### src/rtl/spi_host_streamer_if.sv
// Stream, SPI pin and result bundle for spi_host_streamer.
//
// Signals:
//   start        - one-cycle pulse that begins a frame when the host is idle
//   in_valid     - pixel byte available on in_data
//   in_data      - packed pixel byte, bit 7 goes out first
//   in_ready     - byte accepted when in_valid & in_ready
//   miso         - serial data returned by the recognizer
//   sck/ss/mosi  - SPI clock (idle low), select (active low), serial data out
//   busy         - host is working on a frame
//   result_valid - one-cycle pulse when the digit has been read back
//   result_digit - low nibble of the byte read back
//   result_err   - byte read back is not a legal digit
//
// Modports:
//   master - upstream side (pixel source, result consumer, SPI target pins)
//   slave  - the streamer itself
interface spi_host_streamer_if;
  logic       start;
  logic       in_valid;
  logic [7:0] in_data;
  logic       in_ready;
  logic       miso;
  logic       sck;
  logic       ss;
  logic       mosi;
  logic       busy;
  logic       result_valid;
  logic [3:0] result_digit;
  logic       result_err;

  modport master (
    output start, in_valid, in_data, miso,
    input  in_ready, sck, ss, mosi, busy, result_valid, result_digit, result_err
  );

  modport slave (
    input  start, in_valid, in_data, miso,
    output in_ready, sck, ss, mosi, busy, result_valid, result_digit, result_err
  );
endinterface

### src/rtl/spi_host_streamer.sv
// Host-side SPI master feeding one image frame to the digit recognizer.
//
// Pixel bytes arrive on a valid/ready stream and are shifted out MSB first
// in SPI mode 0. After the last byte, ss is held high for GAP_CYCLES while
// the network computes, then an 8-bit read returns the detected digit.
//
// Ports:
//   clk - system clock, all logic on the rising edge
//   rst - synchronous active-high reset
//   bus - spi_host_streamer_if.slave (stream in, SPI pins, result out)
//
// Parameters:
//   CLK_DIV    - clk cycles per SCK half-period (>= 2)
//   NUM_BYTES  - pixel bytes per frame
//   GAP_CYCLES - clk cycles ss stays high between frame write and result read
module spi_host_streamer #(
  parameter int CLK_DIV    = 4,
  parameter int NUM_BYTES  = 98,
  parameter int GAP_CYCLES = 4096
) (
  input  logic                 clk,
  input  logic                 rst,
  spi_host_streamer_if.slave   bus
);

  localparam int DIV_W  = (CLK_DIV    > 1) ? $clog2(CLK_DIV)    : 1;
  localparam int BYTE_W = (NUM_BYTES  > 1) ? $clog2(NUM_BYTES)  : 1;
  localparam int GAP_W  = (GAP_CYCLES > 1) ? $clog2(GAP_CYCLES) : 1;

  localparam logic [DIV_W-1:0]  DIV_LAST  = DIV_W'(CLK_DIV - 1);
  localparam logic [BYTE_W-1:0] BYTE_LAST = BYTE_W'(NUM_BYTES - 1);
  localparam logic [GAP_W-1:0]  GAP_LAST  = GAP_W'(GAP_CYCLES - 1);

  typedef enum logic [2:0] {
    IDLE,
    LOAD,
    SHIFT,
    GAP,
    READ,
    DONE
  } state_e;

  state_e            state_q,        state_d;
  logic [DIV_W-1:0]  div_cnt_q,      div_cnt_d;
  logic [2:0]        bit_cnt_q,      bit_cnt_d;
  logic [BYTE_W-1:0] byte_cnt_q,     byte_cnt_d;
  logic [GAP_W-1:0]  gap_cnt_q,      gap_cnt_d;
  logic [7:0]        shift_reg_q,    shift_reg_d;
  logic [7:0]        rx_reg_q,       rx_reg_d;
  logic              sck_q,          sck_d;
  logic              ss_q,           ss_d;
  logic              mosi_q,         mosi_d;
  logic              in_ready_q,     in_ready_d;
  logic              busy_q,         busy_d;
  logic              result_valid_q, result_valid_d;
  logic [3:0]        result_digit_q, result_digit_d;
  logic              result_err_q,   result_err_d;

  always_comb begin
    // NOTE: every variable gets its hold value first so no path through the
    // case statement can leave one unassigned and infer a latch.
    state_d        = state_q;
    div_cnt_d      = div_cnt_q;
    bit_cnt_d      = bit_cnt_q;
    byte_cnt_d     = byte_cnt_q;
    gap_cnt_d      = gap_cnt_q;
    shift_reg_d    = shift_reg_q;
    rx_reg_d       = rx_reg_q;
    sck_d          = sck_q;
    ss_d           = ss_q;
    mosi_d         = mosi_q;
    in_ready_d     = in_ready_q;
    busy_d         = busy_q;
    result_valid_d = result_valid_q;
    result_digit_d = result_digit_q;
    result_err_d   = result_err_q;

    unique case (state_q)
      IDLE: begin
        if (bus.start) begin
          state_d        = LOAD;
          busy_d         = 1'b1;
          ss_d           = 1'b0;
          in_ready_d     = 1'b1;
          result_digit_d = 4'd0;
          result_err_d   = 1'b0;
        end
      end

      // Waits indefinitely for a byte; sck stays low and ss stays asserted.
      LOAD: begin
        if (bus.in_valid && in_ready_q) begin
          state_d     = SHIFT;
          in_ready_d  = 1'b0;
          shift_reg_d = bus.in_data;
          mosi_d      = bus.in_data[7];
          div_cnt_d   = '0;
          bit_cnt_d   = 3'd0;
        end
      end

      // Each bit: CLK_DIV cycles with sck low, then CLK_DIV with sck high.
      // mosi only moves on the high-to-low sck transition, so it is stable
      // around every rising edge the target samples on.
      SHIFT, READ: begin
        if (div_cnt_q != DIV_LAST) begin
          div_cnt_d = div_cnt_q + DIV_W'(1);
        end else begin
          div_cnt_d = '0;
          if (!sck_q) begin
            sck_d = 1'b1;
            if (state_q == READ) begin
              rx_reg_d = {rx_reg_q[6:0], bus.miso};
            end
          end else begin
            sck_d = 1'b0;
            if (bit_cnt_q != 3'd7) begin
              bit_cnt_d = bit_cnt_q + 3'd1;
              if (state_q == SHIFT) begin
                shift_reg_d = shift_reg_q << 1;
                mosi_d      = shift_reg_q[6];
              end
            end else begin
              bit_cnt_d = 3'd0;
              if (state_q == SHIFT) begin
                if (byte_cnt_q != BYTE_LAST) begin
                  byte_cnt_d = byte_cnt_q + BYTE_W'(1);
                  in_ready_d = 1'b1;
                  state_d    = LOAD;
                end else begin
                  byte_cnt_d = '0;
                  gap_cnt_d  = '0;
                  ss_d       = 1'b1;
                  mosi_d     = 1'b0;
                  state_d    = GAP;
                end
              end else begin
                // The last miso sample was taken on the rising edge of this
                // bit, so rx_reg_q already holds the full byte.
                ss_d           = 1'b1;
                result_valid_d = 1'b1;
                result_digit_d = rx_reg_q[3:0];
                result_err_d   = (rx_reg_q[7:4] != 4'd0) || (rx_reg_q[3:0] > 4'd9);
                state_d        = DONE;
              end
            end
          end
        end
      end

      GAP: begin
        if (gap_cnt_q == GAP_LAST) begin
          gap_cnt_d = '0;
          div_cnt_d = '0;
          bit_cnt_d = 3'd0;
          rx_reg_d  = 8'd0;
          ss_d      = 1'b0;
          state_d   = READ;
        end else begin
          gap_cnt_d = gap_cnt_q + GAP_W'(1);
        end
      end

      // start is deliberately not looked at here; a new frame needs IDLE.
      DONE: begin
        result_valid_d = 1'b0;
        busy_d         = 1'b0;
        state_d        = IDLE;
      end

      default: state_d = IDLE;
    endcase
  end

  // NOTE: state is updated with non-blocking assignments so every flop samples
  // the values from before the edge, independent of statement order.
  always_ff @(posedge clk) begin
    if (rst) begin
      state_q        <= IDLE;
      div_cnt_q      <= '0;
      bit_cnt_q      <= 3'd0;
      byte_cnt_q     <= '0;
      gap_cnt_q      <= '0;
      shift_reg_q    <= 8'd0;
      rx_reg_q       <= 8'd0;
      sck_q          <= 1'b0;
      ss_q           <= 1'b1;
      mosi_q         <= 1'b0;
      in_ready_q     <= 1'b0;
      busy_q         <= 1'b0;
      result_valid_q <= 1'b0;
      result_digit_q <= 4'd0;
      result_err_q   <= 1'b0;
    end else begin
      state_q        <= state_d;
      div_cnt_q      <= div_cnt_d;
      bit_cnt_q      <= bit_cnt_d;
      byte_cnt_q     <= byte_cnt_d;
      gap_cnt_q      <= gap_cnt_d;
      shift_reg_q    <= shift_reg_d;
      rx_reg_q       <= rx_reg_d;
      sck_q          <= sck_d;
      ss_q           <= ss_d;
      mosi_q         <= mosi_d;
      in_ready_q     <= in_ready_d;
      busy_q         <= busy_d;
      result_valid_q <= result_valid_d;
      result_digit_q <= result_digit_d;
      result_err_q   <= result_err_d;
    end
  end

  assign bus.sck          = sck_q;
  assign bus.ss           = ss_q;
  assign bus.mosi         = mosi_q;
  assign bus.in_ready     = in_ready_q;
  assign bus.busy         = busy_q;
  assign bus.result_valid = result_valid_q;
  assign bus.result_digit = result_digit_q;
  assign bus.result_err   = result_err_q;

endmodule

### src/flat_wrapper.sv
// flat-port wrapper written by rule: the top's interface ports become plain ports
module spi_host_streamer_flat 
#(
  parameter int CLK_DIV    = 4,
  parameter int NUM_BYTES  = 98,
  parameter int GAP_CYCLES = 4096
)
  (clk, rst, bus_start, bus_in_valid, bus_in_data, bus_miso, bus_in_ready, bus_sck, bus_ss, bus_mosi, bus_busy, bus_result_valid, bus_result_digit, bus_result_err);
  spi_host_streamer_if bus_i ();
  input  logic clk;
  input  logic rst;
  input wire logic [$bits(bus_i.start)-1:0] bus_start;
  input wire logic [$bits(bus_i.in_valid)-1:0] bus_in_valid;
  input wire logic [$bits(bus_i.in_data)-1:0] bus_in_data;
  input wire logic [$bits(bus_i.miso)-1:0] bus_miso;
  output wire logic [$bits(bus_i.in_ready)-1:0] bus_in_ready;
  output wire logic [$bits(bus_i.sck)-1:0] bus_sck;
  output wire logic [$bits(bus_i.ss)-1:0] bus_ss;
  output wire logic [$bits(bus_i.mosi)-1:0] bus_mosi;
  output wire logic [$bits(bus_i.busy)-1:0] bus_busy;
  output wire logic [$bits(bus_i.result_valid)-1:0] bus_result_valid;
  output wire logic [$bits(bus_i.result_digit)-1:0] bus_result_digit;
  output wire logic [$bits(bus_i.result_err)-1:0] bus_result_err;
  assign bus_i.start = bus_start;
  assign bus_i.in_valid = bus_in_valid;
  assign bus_i.in_data = bus_in_data;
  assign bus_i.miso = bus_miso;
  assign bus_in_ready = bus_i.in_ready;
  assign bus_sck = bus_i.sck;
  assign bus_ss = bus_i.ss;
  assign bus_mosi = bus_i.mosi;
  assign bus_busy = bus_i.busy;
  assign bus_result_valid = bus_i.result_valid;
  assign bus_result_digit = bus_i.result_digit;
  assign bus_result_err = bus_i.result_err;
  spi_host_streamer #(.CLK_DIV(CLK_DIV), .NUM_BYTES(NUM_BYTES), .GAP_CYCLES(GAP_CYCLES)) u_core (.clk(clk), .rst(rst), .bus(bus_i));
endmodule
### config.mk
export PLATFORM = sky130hd
export DESIGN_NAME = spi_host_streamer_flat
export DESIGN_NICKNAME = d
export VERILOG_FILES = /design/src/rtl/spi_host_streamer_if.sv /design/src/rtl/spi_host_streamer.sv /design/src/flat_wrapper.sv
export SDC_FILE = /design/constraint.sdc
export NUM_CORES = 1
export LEC_CHECK = 0
export BUFFER_PORTS_ARGS = -buffer_cell sky130_fd_sc_hd__buf_2
export CORE_UTILIZATION = 50
export DETAILED_ROUTE_END_ITERATION = 6
export PLACE_DENSITY_LB_ADDON = 0.15
export SYNTH_ARGS = -nofsm -noshare
export SYNTH_HDL_FRONTEND = slang
export SYNTH_SLANG_ARGS = --single-unit
### constraint.sdc
create_clock -name clk -period 2.17 [get_ports clk]
set_clock_uncertainty 0.15 [all_clocks]
set_input_delay 0.3255 -clock clk [delete_from_list [all_inputs] [get_ports clk]]
set_output_delay 0.3255 -clock clk [all_outputs]
set_load 0.02 [all_outputs]
## Word-level counts from Yosys, hierarchy flattened

Cells that the tools add are included.
W data, S select, Z words.

- Memories: 0
- Word-level logic and storage cells: 153
- Register bits: 53
- Input port bits: 13
- Latch bits: 0
- Output and inout port bits: 11
- Memory bits (writable): 0
- Bits in read-only memories: 0

- Multiply operators: 0
- Bitwise gates (word level): 2
- Muxes and demuxes: 80
- Equal/unequal tests: 24
- Div/mod/pow operators: 0
- Order comparisons: 1
- Shift-type cells: 0
- Reductions and logical operators: 27
- Add/subtract/negate cells: 4

Operators by type and width:

| cell | count |
|---|---|
| $mux W12 | 6 |
| $mux W7 | 6 |
| $mux W3 | 12 |
| $mux W8 | 4 |
| $mux W1 | 30 |
| $reduce_and A6 Y1 | 5 |
| $pmux W12 S2 | 1 |
| $mux W4 | 5 |
| $reduce_and A5 Y1 | 4 |
| $pmux W8 S2 | 1 |
| $ne A2 B1 Y1 const B | 7 |
| $ne A2 B2 Y1 const B | 7 |
| $pmux W7 S2 | 1 |
| $add A12 B1 Y12 const B | 1 |
| $eq A12 B12 Y1 const B | 1 |
| $pmux W3 S4 | 1 |
| $reduce_bool A2 Y1 | 5 |
| $pmux W3 S3 | 1 |
| $reduce_bool A3 Y1 | 3 |
| $mux W2 | 4 |
| $pmux W1 S2 | 4 |
| $pmux W4 S2 | 1 |
| $reduce_and A8 Y1 | 1 |
| $add A7 B1 Y7 const B | 1 |
| 20 further kinds | 26 |

## Depth between registers and ports, before layout

Gate-level depths: netlist (run 1).

- Depth after elaboration: 7
- Mapped depth: 9
- Gate-level depth less buffers: 7

## Worst setup path after synthesis (run 1)

No wires, ideal clock.

- Path kind: register to register
- From: register u_core.bit_cnt_q[0]
- To: register u_core.byte_cnt_q[1]
- Buffers on the path: 0
- Arrival: 1.710 ns
- Data required time: 1.880 ns
- Period minus slack after synthesis: 2.000 ns
- Slack: 0.170 ns
- Cell stages (with the launch flop): 8
- Setup time: 0.140 ns
- Path through: dfxtp_1 -> ha_1 -> ha_1 -> nand3_1 -> nor3_2 -> inv_1 -> o21ai_1 -> a211oi_1

- Longest elaborated chain between the ends: 3

Ends and longest elaborated chain:

| element | RTL line | text |
|---|---|---|
| start: declaration | spi_host_streamer.sv:45 | `logic [2:0] bit_cnt_q, bit_cnt_d;` |
| start signal: assignment | spi_host_streamer.sv:197 | `bit_cnt_q <= bit_cnt_d;` |
| $ne A3 B3 Y1 | spi_host_streamer.sv:117 | `if (bit_cnt_q != 3'd7) begin` |
| $not A1 Y1 (no source line) | -- |  |
| $reduce_and A5 Y1 (no source line) | -- |  |
| end signal: assignment | spi_host_streamer.sv:198 | `byte_cnt_q <= byte_cnt_d;` |
| end: declaration | spi_host_streamer.sv:46 | `logic [BYTE_W-1:0] byte_cnt_q, byte_cnt_d;` |

No other way between the ends.
A chain may end at the register's enable or synchronous reset.

## Final worst setup path (run 1)

- From: register u_core.gap_cnt_q[1]
- To: register u_core.rx_reg_q[5]

- Longest elaborated chain between the ends: 3

Ends and longest elaborated chain:

| element | RTL line | text |
|---|---|---|
| start: declaration | spi_host_streamer.sv:47 | `logic [GAP_W-1:0] gap_cnt_q, gap_cnt_d;` |
| start signal: assignment | spi_host_streamer.sv:199 | `gap_cnt_q <= gap_cnt_d;` |
| $eq A12 B12 Y1 | spi_host_streamer.sv:152 | `if (gap_cnt_q == GAP_LAST) begin` |
| $ne A2 B1 Y1 (no source line) | -- |  |
| $reduce_and A5 Y1 (no source line) | -- |  |
| end signal: assignment | spi_host_streamer.sv:201 | `rx_reg_q <= rx_reg_d;` |
| end: declaration | spi_host_streamer.sv:49 | `logic [7:0] rx_reg_q, rx_reg_d;` |

No other way between the ends.

==> impl_metrics.json, run 1 <==
{
  "antenna_found_initial": 0,
  "start_util_pct": 53.4,
  "hold_viol": 0,
  "fin_ws_ns": 0.165,
  "num_vias": 2250,
  "ys_seq_elements": 53,
  "slew_headroom_pct": 69.8,
  "worst_hold_path_type": "input pin to flip-flop",
  "drcViolationCount": 0,
  "slew_violations": 0,
  "min_period_ns": 2.01,
  "worst_pin_slew_ns": 0.449,
  "finalSetupViolations": 0,
  "path_cells": "ha_1 -> nand2_1 -> nor4_4 -> and3_1 -> nor3b_2 -> buf_4 -> a22o_1",
  "htreeDepth": 2,
  "area_growth_pct": 16.3,
  "drt_iter0_markers": 100,
  "end_kind": "flip-flop",
  "rsz0062_at_grt": "false",
  "cts_root_buffer": "clkbuf_8",
  "grt.overflow.total": 0,
  "routedWlPerCell_um": 12.9,
  "synth_cell_types": 54,
  "async_reset_ff_share_pct": 0,
  "pwr_density_cell_mw_per_mm2": 609,
  "grt_pass1_vias": 1868,
  "fp.dieW_um": 74.0,
  "fin_tns_setup_ns": 0,
  "synth-edff-count": 0,
  "cts_tree": "built",
  "p_leak_nw": 1.15,
  "ys_seq_area_share_pct": 41.0,
  "synth_ff_type": "dfxtp_1",
  "ir_drop_v": 0.000349,
  "drive_gt1_share_pct": 21.6,
  "fin_crit_sh_pct": 92.4,
  "vias_per_cell": 5.56,
  "dr.pass1.iters": 4,
  "critPathMaxStageDelay_ns": 0.41,
  "layout.nets": 356,
  "grt_max_degree": 20,
  "nFillCells": 441,
  "cp_data_required_time_ns": 2.23,
  "synth_area_sq_mm": 0.00259,
  "routed_wl_um": 5230,
  "fp.coreArea_sq_mm": 0.00485,
  "place_congestion": 0.811,
  "cp-start-kind": "flip-flop",
  "clkSinkCount": 53,
  "utilization_pct": 62.1,
  "syn_inst": 298,
  "critical_path_arrival_ns": 2.06,
  "dieArea_sq_mm": 0.00547,
  "yosysWarnings": 0,
  "synth.avg_cell_area_sq_um": 8.69,
  "io_pins": 24,
  "crit_type": "flip-flop to flip-flop",
  "worst_skew_pair.late_latency_ns": 0.31,
  "status": "complete, no violations",
  "hpwlAfterDp_um": 3810,
  "dieHeight_um": 74.0,
  "num_antenna_cells": 0,
  "final_antenna_net_count": 0,
  "path_max_fanout": 8,
  "path_clk_slew_ns": 0.09,
  "rows": 25,
  "fmax_mhz": 499,
  "crit_path_top_delay_cell": "dfxtp_1",
  "port_buffers": 23,
  "max_cap_violations": 0,
  "grt_pass1_wl_um": 8590,
  "cts_inserted_buffers": 5,
  "track_usage_pct": 20.2,
  "cts_buffer_depth": 2,
  "synth_nets": 317,
  "pre_cts_ws_ns": 0.0544
}
## power breakdown
part           total [mW]  switching (mW)  internal [mW]
combinational       0.160          0.0954         0.0650
sequential           1.01          0.0173          0.989
clock               0.669           0.323          0.347
## registers in the layout, indices dropped and copies added, names as in the netlist, 2 cells and up
register                 count
u_core.byte_cnt_q            7
u_core.div_cnt_q             2
u_core.rx_reg_q              8
u_core.gap_cnt_q            12
u_core.shift_reg_q           7
u_core.bit_cnt_q             3
u_core.bus.result_digit      4
u_core.state_q               3
## cells in the final DEF (no fill, tap or decap), drive strengths merged, types with 4 or more instances in the layout
| cell type | count |
|---|---|
| xor2 | 8 |
| inv | 5 |
| ha | 6 |
| nand2b | 6 |
| a311oi | 9 |
| clkbuf | 6 |
| a22o | 12 |
| a31oi | 5 |
| dfxtp | 53 |
| nand4 | 5 |
| buf | 44 |
| a21oi | 19 |
| nor4 | 4 |
| o21ai | 16 |
| nand2 | 37 |
| nand3 | 15 |
| nor2 | 43 |
## cells by family after synthesis
| group | after synthesis | share of synthesized area [%] |
|---|---|---|
| mux | 1 | 0.435 |
| compound gates | 80 | 23.0 |
| fa+ha+maj | 6 | 2.90 |
| buf+inv | 17 | 3.14 |
| flops | 53 | 41.0 |
| xor+xnor | 9 | 3.04 |
| simple gates | 132 | 26.5 |
## layout make-up
type,count,area (sq um),share of cell area [%]
repair buffers,44,285,9.47
clock inverters,2,38.8,1.29
flip-flops and latches,53,1060,35.2
inverters,5,18.8,0.623
clock buffers,6,72.6,2.41
multi-input cells,228,1450,48.2
well taps,67,83.8,2.78
## final timing paths
check                           cells past startpoint                               startpoint  slack (ns)                                       to
worst max-delay path                                7         u_core.gap_cnt_q[1]$_SDFFE_PP0P_        0.16          u_core.rx_reg_q[5]$_SDFFE_PP0P_
worst max register to register                      7         u_core.gap_cnt_q[1]$_SDFFE_PP0P_        0.16          u_core.rx_reg_q[5]$_SDFFE_PP0P_
worst min register to register                      2  u_core.bus.result_digit[1]$_SDFFE_PP0P_        0.31  u_core.bus.result_digit[1]$_SDFFE_PP0P_
worst min-delay path                                2                                 bus_miso        0.07          u_core.rx_reg_q[0]$_SDFFE_PP0P_
## layer usage
layer	vias up	routed length (um)	track usage [%]
met3	4	118	3.39
met5	-	0	0
li1	1165	-	-
met1	1058	2710	29.1
met4	0	37	7.48
met2	23	2360	30.2
## synth_stat cells (4+ instances only)
cell type / n / area share [%]
dfxtp_1: 53 / 41
clkbuf_1: 5 / 0.72
a311oi_1: 6 / 2.0
ha_1: 6 / 2.9
buf_2: 5 / 0.97
nor2_1: 43 / 6.2
nand3_1: 14 / 2.7
nand4_1: 4 / 0.97
a22o_1: 12 / 4.1
xor2_1: 8 / 2.7
inv_1: 5 / 0.72
nand2_1: 36 / 5.2
nand2b_1: 6 / 1.4
o21ai_0: 14 / 2.7
a31oi_1: 5 / 1.2
a21oi_1: 17 / 3.3
## critical path: cells and delay by family, from the launching register on
kind / cells / cell delay, ns
compound gates: 1 / 0.23
fa+ha+maj: 1 / 0.19
buf+inv: 1 / 0.16
flops: 1 / 0.41
simple gates: 4 / 0.76
## repair_timing
item	CTS	global route
endpoints found under the setup margin	0	18
buffers inserted	0	1
hold buffers	0	0
resized for setup	0	3
## metrics by stage
step | hold slack [ns] | power, mW | std cells | instance area, sq um
floorplan | 0.296 | 1.13 | 298 | 2590
global placement | 0.291 | 1.18 | 396 | 2880
detailed placement | 0.300 | 1.19 | 396 | 2880
CTS | 0.0671 | 1.85 | 404 | 2990
global route | 0.0737 | 1.91 | 405 | 3010
finish | 0.0711 | 1.84 | 405 | 3010
(Power assumes the default switching activity.)
==> inputs of run 2 (changes only) <==
--- a/config.mk
+++ b/config.mk
@@ -6,8 +6,10 @@
 export NUM_CORES = 1
 export LEC_CHECK = 0
 export BUFFER_PORTS_ARGS = -buffer_cell sky130_fd_sc_hd__buf_2
-export CORE_UTILIZATION = 50
+export CAP_MARGIN = 20
+export CORE_UTILIZATION = 45
 export DETAILED_ROUTE_END_ITERATION = 6
+export GPL_TIMING_DRIVEN = 0
 export PLACE_DENSITY_LB_ADDON = 0.15
 export SYNTH_ARGS = -nofsm -noshare
 export SYNTH_HDL_FRONTEND = slang
==> impl_metrics.json, run 2 (same netlist as run 1, synthesis figures left out) <==
{
  "pre_cts_ws_ns": -0.310,
  "grt.overflow.total": 0,
  "drt_iter0_markers": 111,
  "critPathTopFamily": "simple AND/OR/NAND/NOR gates",
  "cts_tree": "built",
  "dieHeight_um": 77.9,
  "io_pins": 24,
  "p_leak_nw": 1.10,
  "worst_skew_pair.late_latency_ns": 0.31,
  "finalSetupViolations": 0,
  "antenna_found_initial": 0,
  "routed_wl_um": 5490,
  "crit_path_top_delay_cell": "dfxtp_1",
  "final_cell_mix": "dfxtp_1 (52), nor2_1 (42), nand2_1 (35)",
  "grt_pass1_wl_um": 9630,
  "fin_area_sq_mm": 0.00297,
  "htreeDepth": 2,
  "cp-start-kind": "flip-flop",
  "worst_hold_path_type": "input pin to flip-flop",
  "path_clk_slew_ns": 0.11,
  "vias_per_cell": 5.34,
  "largest_reg_flops": 12,
  "critical_path_arrival_ns": 2.12,
  "slew_headroom_pct": 63.4,
  "cts_root_buffer": "clkbuf_8",
  "path_max_fanout": 8,
  "place_inst": 393,
  "port_buffers": 23,
  "fin_tns_setup_ns": 0,
  "crit_type": "flip-flop to flip-flop",
  "routedWlPerCell_um": 13.5,
  "path_cells": "ha_2 -> nand2_2 -> nor4_4 -> and3_2 -> nor3b_2 -> a22o_1",
  "max_cap_violations": 0,
  "drive_gt1_share_pct": 22.2,
  "worst_pin_slew_ns": 0.549,
  "dr.pass1.iters": 4,
  "ir_drop_v": 0.000319,
  "fmax_mhz": 488,
  "hpwlAfterDp_um": 3900,
  "final_common_cell": "dfxtp_1",
  "num_vias": 2170,
  "p_total_mw": 1.75,
  "grt_pass1_vias": 2025,
  "cts_buffer_depth": 2,
  "hold_viol": 0,
  "min_period_ns": 2.05,
  "critPathMaxStageDelay_ns": 0.42,
  "place_area_sq_mm": 0.00280,
  "slew_violations": 0,
  "drcViolationCount": 0,
  "fin_ws_ns": 0.120,
  "fp.coreArea_sq_mm": 0.00554,
  "crit_buf_inv": 0,
  "status": "complete, no violations",
  "utilization_pct": 53.6,
  "final_antenna_net_count": 0,
  "grt_max_degree": 19,
  "cts_inserted_buffers": 5,
  "track_usage_pct": 20.0,
  "rows": 27,
  "largestRegisters": "u_core.gap_cnt_q (12), u_core.rx_reg_q (8)",
  "whs_ns": 0.0628,
  "dieArea_sq_mm": 0.00606,
  "start_util_pct": 46.7,
  "cp_data_required_time_ns": 2.24,
  "nFillCells": 530,
  "regMostFlops": "u_core.gap_cnt_q",
  "fp.dieW_um": 77.9,
  "place_congestion": 0.819,
  "area_growth_pct": 14.7,
  "fin_crit_sh_pct": 94.5,
  "pwr_density_cell_mw_per_mm2": 587,
  "clkSinkCount": 53,
  "num_antenna_cells": 0,
  "layout.nets": 352,
  "end_kind": "flip-flop",
  "fin_cells": 406
}
==> run 2: layout make-up <==
type                    instances  area (sq um)  area share [%]
multi-input cells             228          1490            50.0
flip-flops and latches         53          1060            35.7
repair buffers                 29           160            5.39
well taps                      72          90.1            3.03
clock buffers                   5          68.8            2.32
plain buffers                  11          58.8            1.98
clock inverters                 3          26.3           0.884
inverters                       5          18.8           0.632
==> run 2: per-layer routing <==
| layer | GRT usage [%] | part of all wire, % | vias to the layer above |
|---|---|---|---|
| met1 | 29.1 | 54 | 987 |
| li1 | - | - | 1156 |
| met2 | 29.1 | 42 | 22 |
| met4 | 6.79 | 1.0 | 0 |
| met5 | 0 | 0 | - |
| met3 | 3.76 | 2.8 | 5 |
==> run 2: timing repair <==
action                     in CTS  in global routing
pin swaps                       2                  4
buffers inserted                2                  4
setup endpoints to repair      18                 30
resized for setup               3                 10
hold buffers                    0                  0
==> run 2: where the power goes <==
group	switching, mW	internal (mW)
clock	0.346	0.236
sequential	0.0167	0.989
combinational	0.0989	0.0583
==> run 2: path summary, 6_finish.rpt <==
path / start / endpoint / slack, ns / depth (start not counted)
max: u_core.gap_cnt_q[1]$_SDFFE_PP0P_ / u_core.rx_reg_q[7]$_SDFFE_PP0P_ / 0.12 / 6
min: bus_miso / u_core.rx_reg_q[0]$_SDFFE_PP0P_ / 0.06 / 2
max reg2reg: u_core.gap_cnt_q[1]$_SDFFE_PP0P_ / u_core.rx_reg_q[7]$_SDFFE_PP0P_ / 0.12 / 6
min reg2reg: u_core.bus.result_digit[2]$_SDFFE_PP0P_ / u_core.bus.result_digit[2]$_SDFFE_PP0P_ / 0.31 / 2
==> run 2: worst register-to-register path, cell delays in order, from the launching register on <==
cell and delay [ns]:
dfxtp_1 0.42, ha_2 0.29, nand2_2 0.13, nor4_4 0.34, and3_2 0.29, nor3b_2 0.10
a22o_1 0.24
